--- src/rtl/pipe_stage_buf.sv ---
// pipe_stage_buf: valid/ready pipeline register with a 2-entry skid buffer.
// Ports: clk_in, rst_in (async, active-low), rdy_in (global freeze), flush,
//   up_valid/up_data/up_ready (upstream), dn_valid/dn_data/dn_ready
//   (downstream), occupancy (0..2 words held).
// Optional: PIPE_STAGE_PERF_EN adds stall_cnt and bubble_cnt counters.
module pipe_stage_buf #(
    parameter int unsigned       DATA_W   = 64,
    parameter logic [DATA_W-1:0] NOP_DATA = DATA_W'(64'h0000_0000_0000_0013)
) (
    input  logic              clk_in,
    input  logic              rst_in,
    input  logic              rdy_in,
    input  logic              flush,
    input  logic              up_valid,
    input  logic [DATA_W-1:0] up_data,
    output logic              up_ready,
    output logic              dn_valid,
    output logic [DATA_W-1:0] dn_data,
    input  logic              dn_ready,
`ifdef PIPE_STAGE_PERF_EN
    output logic [1:0]        occupancy,
    output logic [31:0]       stall_cnt,
    output logic [31:0]       bubble_cnt
`else
    output logic [1:0]        occupancy
`endif
);

    // Encoding doubles as the occupancy count.
    typedef enum logic [1:0] {
        ST_EMPTY = 2'd0,
        ST_ONE   = 2'd1,
        ST_TWO   = 2'd2
    } state_t;

    state_t            state_q, state_d;
    logic [DATA_W-1:0] m_q, m_d;
    logic [DATA_W-1:0] s_q, s_d;
    logic              up_ready_q, up_ready_d;
    logic              push, pop;

    assign dn_valid  = (state_q != ST_EMPTY);
    assign dn_data   = dn_valid ? m_q : NOP_DATA;
    assign up_ready  = up_ready_q;
    assign occupancy = state_q;

    assign push = up_valid & up_ready_q & rdy_in;
    assign pop  = dn_valid & dn_ready & rdy_in;

    always_ff @(posedge clk_in or negedge rst_in) begin
        if (!rst_in) begin
            state_q    <= ST_EMPTY;
            m_q        <= NOP_DATA;
            s_q        <= NOP_DATA;
            up_ready_q <= 1'b1;
        end else begin
            state_q    <= state_d;
            m_q        <= m_d;
            s_q        <= s_d;
            up_ready_q <= up_ready_d;
        end
    end

    always_comb begin
        state_d = state_q;
        m_d     = m_q;
        s_d     = s_q;
        if (flush) begin
            state_d = ST_EMPTY;
            m_d     = NOP_DATA;
            s_d     = NOP_DATA;
        end else begin
            unique case (state_q)
                ST_EMPTY: begin
                    if (push) begin
                        m_d     = up_data;
                        state_d = ST_ONE;
                    end
                end
                ST_ONE: begin
                    if (push && pop) begin
                        m_d = up_data;
                    end else if (push) begin
                        s_d     = up_data;
                        state_d = ST_TWO;
                    end else if (pop) begin
                        m_d     = NOP_DATA;
                        state_d = ST_EMPTY;
                    end
                end
                ST_TWO: begin
                    // up_ready is low here, so only a pop can occur.
                    if (pop) begin
                        m_d     = s_q;
                        s_d     = NOP_DATA;
                        state_d = ST_ONE;
                    end
                end
                default: begin
                    state_d = ST_EMPTY;
                    m_d     = NOP_DATA;
                    s_d     = NOP_DATA;
                end
            endcase
        end
        // Registered ready: derived from the next state, not from dn_ready.
        up_ready_d = (state_d != ST_TWO);
    end

`ifdef PIPE_STAGE_PERF_EN
    // Cleared by reset only; flush leaves the history intact.
    always_ff @(posedge clk_in or negedge rst_in) begin
        if (!rst_in) begin
            stall_cnt  <= 32'd0;
            bubble_cnt <= 32'd0;
        end else begin
            if (rdy_in && dn_valid && !dn_ready) begin
                stall_cnt <= stall_cnt + 32'd1;
            end
            if (rdy_in && !dn_valid) begin
                bubble_cnt <= bubble_cnt + 32'd1;
            end
        end
    end
`else
    // Counters are not built in this configuration.
`endif

endmodule
--- config.mk ---
export PLATFORM = sky130hd
export DESIGN_NAME = pipe_stage_buf
export DESIGN_NICKNAME = d
export VERILOG_FILES = /design/src/rtl/pipe_stage_buf.sv
export SDC_FILE = /design/constraint.sdc
export NUM_CORES = 1
export LEC_CHECK = 0
export ABC_CLOCK_PERIOD_IN_PS = 1700
export CAP_MARGIN = 40
export CELL_PAD_IN_SITES_DETAIL_PLACEMENT = 1
export CELL_PAD_IN_SITES_GLOBAL_PLACEMENT = 2
export CORE_MARGIN = 5
export CORE_UTILIZATION = 40
export DETAILED_ROUTE_END_ITERATION = 12
export DONT_BUFFER_PORTS = 1
export PLACE_DENSITY_LB_ADDON = 0.1
export SYNTH_ARGS = -nofsm -noshare
export SYNTH_HDL_FRONTEND = slang
export SYNTH_SLANG_ARGS = --single-unit
--- constraint.sdc ---
create_clock -name clk_in -period 1.7 [get_ports clk_in]
set_input_delay 0.34 -clock clk_in [delete_from_list [all_inputs] [get_ports clk_in]]
set_output_delay 0.34 -clock clk_in [all_outputs]
set_load 0.02 [all_outputs]
# --- Word level (Yosys, flattened, before mapping) ---
# Cells that the tools add are included.
totals:
  inputBits: 70
  wordCells: 41
  register_bits: 131
  output_inout_bits: 68
classes:
  bitwise: 4
  mux: 18
  n_eq_ne: 10
  reduce_logical: 5
op_table:
  columns: ["operator", "count"]
  rows:
  - ["two-way mux 64 bit", 9]
  - ["case mux 64 bit (3 select lines)", 2]
  - ["two-way mux 2 bit", 6]
  - ["!= test 3 bit, second input constant", 4]
  - ["!= test 4 bit, second input constant", 2]
  - ["AND reduction 4 bit", 2]
  - ["case mux 2 bit (3 select lines)", 1]
  - ["bitwise AND 1 bit", 4]
  - ["!= test 2 bit, second input constant", 2]
  - ["equality test 2 x 1 -> 1 bit, second input constant", 1]
  - ["equality test 2 bit, second input constant", 1]
  - ["logical NOT 2 bit", 1]
  - ["nonzero test 2 bit", 1]
  - ["logical AND 1 bit", 1]

# --- Logic depth before layout (Yosys ltp) ---
logic_depth:
  depth_word: 9
  ltp_mapped: 8
  mapped_depth_nobuf: 4

# --- Worst setup path before layout ---
# OpenSTA, ideal clock, no wires.
synth_path:
  kind: "register to output"
  startpoint: "register state_q[0] (netlist: occupancy[0])"
  endpoint: "output dn_data[10]"
  stages_incl_launch_ff: 7
  slack_ns: -0.102
  t_arrival_ns: 1.462
  n_path_buf: 3
  t_required_ns: 1.360
  cell_sequence: "dfrtp_1 buf_4 nor2_1 inv_1 clkbuf_1 clkbuf_1 and2_1"
synth_via:
  elab_chain_cells: 2
synth_lines:
  columns: ["element", "line", "rtl"]
  rows:
  - ["start, declared", "36", "state_t state_q, state_d;"]
  - ["start signal, assigned", "57", "state_q <= state_d;"]
  - ["nonzero test 2 bit", "42", "assign dn_valid = (state_q != ST_EMPTY);"]
  - ["two-way mux 64 bit", "43", "assign dn_data = dn_valid ? m_q : NOP_DATA;"]
  - ["end, declared", "18", "output logic [DATA_W-1:0] dn_data,"]
# No other way between the ends.

# --- Worst setup path in the final report ---
layout_path:
  startpoint: "register state_q[0] (netlist: occupancy[0])"
  endpoint: "register m_q[26]"
layout_via:
  elab_chain_cells: 7
  word_cells_on_any_way: 15
  cone_classes: "6 x eq/ne; 3 x mux; 2 x bitwise; 4 x reduce/logical"
layout_lines:
  columns: ["element", "line", "rtl"]
  rows:
  - ["nonzero test 2 bit", "42", null]
  - ["bitwise AND 1 bit (2 in series)", "48", "assign pop = dn_valid & dn_ready & rdy_in;"]
  - ["logical AND 1 bit", "81", "if (push && pop) begin"]
  - ["two-way mux 64 bit", "81", null]
  - ["case mux 64 bit (3 select lines)", "73", "unique case (state_q)"]
  - ["two-way mux 64 bit", "68", "if (flush) begin"]
  - ["end signal, assigned", "58", "m_q <= m_d;"]
  - ["end, declared", "37", "logic [DATA_W-1:0] m_q, m_d;"]
# Parallel ways exist; a longest one is shown, timed or not.
# A chain may end at the register's enable or synchronous reset.

==> key figures <==
Die
  • Initial core utilization: about two fifths
  • Die Height: about 140 um
  • Die area: between 15000 and 20000 um^2
  • Num rows: between 40 and 50
  • Core outline area: 15800 um^2
  • I/O Pins: 138
  • Chip width: 136 um

Layout
  • Area Growth Syn to Fin: 22.4%
  • Layout fillers: 1692
  • Final Cell Area: 7810 um^2
  • Fraction of layout instances using a drive strength above 1: approximately 25%
  • Register area: 3290 um^2
  • Nets@finish: 683
  • Final core occ: about half
  • Multi-input logic area: 2960 um^2
  • Antenna cell count: 0

Yosys
  • Yosys warns: 0
  • Most common cell in the netlist: dfrtp_1
  • Mapped Cells: a little over 600
  • Most common flop cell mapped by yosys: dfrtp_1
  • Syn Std Cell Area: 6380 um^2
  • Post-synthesis sequential area ratio: 51.5%
  • Yosys cell types: 34
  • Post-synth EDFFs: 0
  • Top cell type's share of synthesized area: 48.6%
  • Syn Nets: 689
  • Largest area contributor in the netlist: dfrtp_1
  • Syn Area/Cell: 10.3 um^2
  • Synth area leaders: dfrtp_1 (49%), o2bb2ai_1 (8.4%), a22oi_1 (7.1%)
  • Top post-synthesis cells by count: dfrtp_1 (124), nand2b_1 (66), and2_1 (64), nand3_1 (61), o2bb2ai_1 (61)
  • Number of synthesized register bits: 131
  • Synth async-reset ratio: 100%

Worst setup path
  • Buf/Inv on CP: 3
  • Critical path endpoint: m_q[26]
  • CP required: roughly 2000 ps
  • R2R Path End: m_q[26]
  • Crit path launch type: register
  • Crit Path Class: register to register
  • Worst setup startpoint: occupancy[0]
  • Crit path cell chain: buf_4 -> a21o_1 -> and2_4 -> nor3_4 -> buf_6 -> clkbuf_16 -> o2bb2ai_1
  • Reg-to-reg slack, setup: -50 ps
  • Worst path arrival time: about 2100 ps
  • Crit-path leading delay family: buffers and inverters
  • Critical path capture point type: register
  • Delay of the slowest critical-path stage: ~420 ps
  • R2r worst-path depth: 7
  • Crit. path cell count: 7
  • Reg2reg start: occupancy[0]
  • Crit-path max FO: 12
  • CP max-delay cell: dfrtp_2

CTS
  • H-tree levels: 4
  • Clk root buf: clkbuf_16
  • Post-CTS Hold Buffers: 1
  • Inserted Clock Buffers: 17
  • Clock latency on the worst-skew pair: 420 ps
  • Clock tree from TritonCTS: built
  • Sink Count: 131
  • Clk buf depth: 2
  • Clock slew at reported path FFs: 50 ps

Run
  • # Max-Cap Violations: 0

Timing
  • Fin. max-slew vios: 0
  • Period utilization: 103%
  • Rel. slew slack: about 80%
  • Max Clk Rate: 571 MHz
  • Clk_skew: ~8.4 ps
  • Final WS setup: -50.6 ps
  • Fin crit period: between 1500 and 2000 ps
  • Worst Tran Pin Value: ~310 ps
  • Setup Viol. Count Final: 100
  • TNS Setup: -2680 ps
  • Hold Slack: -377 ps
  • RSZ-0062 raised after global routing: yes
  • Hold Violations, Final: 131

Global route
  • Total track usage: 20.5%
  • Vias in the first global route: ~5300
  • Antenna violations before repair: 0
  • Largest net degree at the start of global routing: ~130
  • Final global-route overflow total: 0
  • First-pass GRT wire length: 29900 um

Routing
  • Wire length reported by the detailed router: ~20000 um
  • DRT iter0 DRCs: 294
  • Vias: 4985
  • Final ANT Viol Nets: 0
  • WL/cell: 24.1 um
  • Via/cell ratio: 5.92
  • Drt pass-1 iters: 4
  • DRC viols: 0

Place
  • # port buffers: 0
  • Pre-CTS WS: 66.9 ps
  • DP HPWL: around 11000 um
  • Placement Cell Area: 6710 um^2
  • GP Congestion: 0.796

Power
  • Power share of the combinational group: about a tenth
  • Psw: 0.00179 W
  • PD cells: 991 nW/um^2
  • Power Internal: a little under 0.006 W
  • IR drop worst, VDD: 0.000808 V
  • Clk pwr share: between 40 and 50%
  • P_leak: 3.35 nW
  • Seq pwr share: 42.4%
  • Total power: 0.00774 W
  • Switching fraction of total power: a little under a quarter

Status
  • Failing checks: negative hold slack, negative setup slack
  • Outcome: finished, violations left

Worst hold path
  • Worst hold path type: input port to async pin
[layout make-up]
cell class | count | share of cell area [%]
Clock buffer | 28 | 6.74
Clock inverter | 4 | 0.897
Inverter | 6 | 0.320
Multi-Input combinational cell | 417 | 37.9
Sequential cell | 131 | 42.1
Tap cell | 216 | 3.46
Timing Repair Buffer | 40 | 8.63
[flip-flops by register name (all words and copies together), names as in the netlist]
register / cells
m_q: 64
s_q: 64
occupancy: 2
up_ready: 1
[routing by layer]
metal / wire length (um) / vias to the layer above / track usage, %
met5: 0 / - / 0
met4: 258 / 0 / 5.43
met1: 9050 / 2619 / 26.5
li1: - / 2222 / -
met2: 9730 / 121 / 33.2
met3: 1240 / 23 / 6.74
[power groups by stage]
stage          logic, W  clock network (W)  registers [W]
6_report       0.000765            0.00370        0.00328
3_3_place_gp   0.000574                  0        0.00333
3_5_place_dp   0.000591                  0        0.00333
4_1_cts        0.000652            0.00378        0.00328
2_1_floorplan  0.000447                  0        0.00330
5_1_grt        0.000819            0.00391        0.00329
[stage by stage]
step                      hold WS, ps  cells
final                            -377    842
after detailed placement         50.4    793
after global routing             -396    842
after floorplan                  44.4    619
after CTS                        -405    829
after global placement           49.7    793
[worst min path at each step]
stage | startpoint | to
final | rst_in | s_q[11]
after global routing | rst_in | s_q[11]
after CTS | rst_in | s_q[15]
after detailed placement | rst_in | s_q[11]
after global placement | rst_in | s_q[11]
after floorplan | rst_in | m_q[10]
[kinds of logic after synthesis]
group	Yosys count	synth area share, %
DFF	131	51.5
buffers and inverters	71	6.21
AOI/OAI and AO/OA	205	22.8
and+or+nand+nor	212	19.5
[worst reg2reg max path: cells and delay by family (launching register included)]
family,cells,cell delay [ps]
and+or+nand+nor,2,380
DFF,1,420
AOI/OAI and AO/OA,2,300
buffers and inverters,3,570
[cell usage in the layout (no fill, tap or decap), types with 5 or more instances in the layout]
cell type,count
clkbuf_8,6
buf_12,15
nand3_1,61
dfstp_2,7
inv_1,5
o21ai_1,17
clkbuf_16,26
nand2_1,7
o21ai_0,48
nand2b_1,63
o2bb2ai_1,59
and2_4,63
dfrtp_1,122
buf_4,10
a22oi_1,60
clkbuf_1,5
[what timing repair did]
action,in CTS,in global routing
setup buffers,3,3
pin swaps,21,31
gates cloned,0,10
gates resized for setup,89,17
hold endpoints to repair,132,131
endpoints found under the setup margin,65,132
No activity file was read; power rests on OpenSTA's default activity.
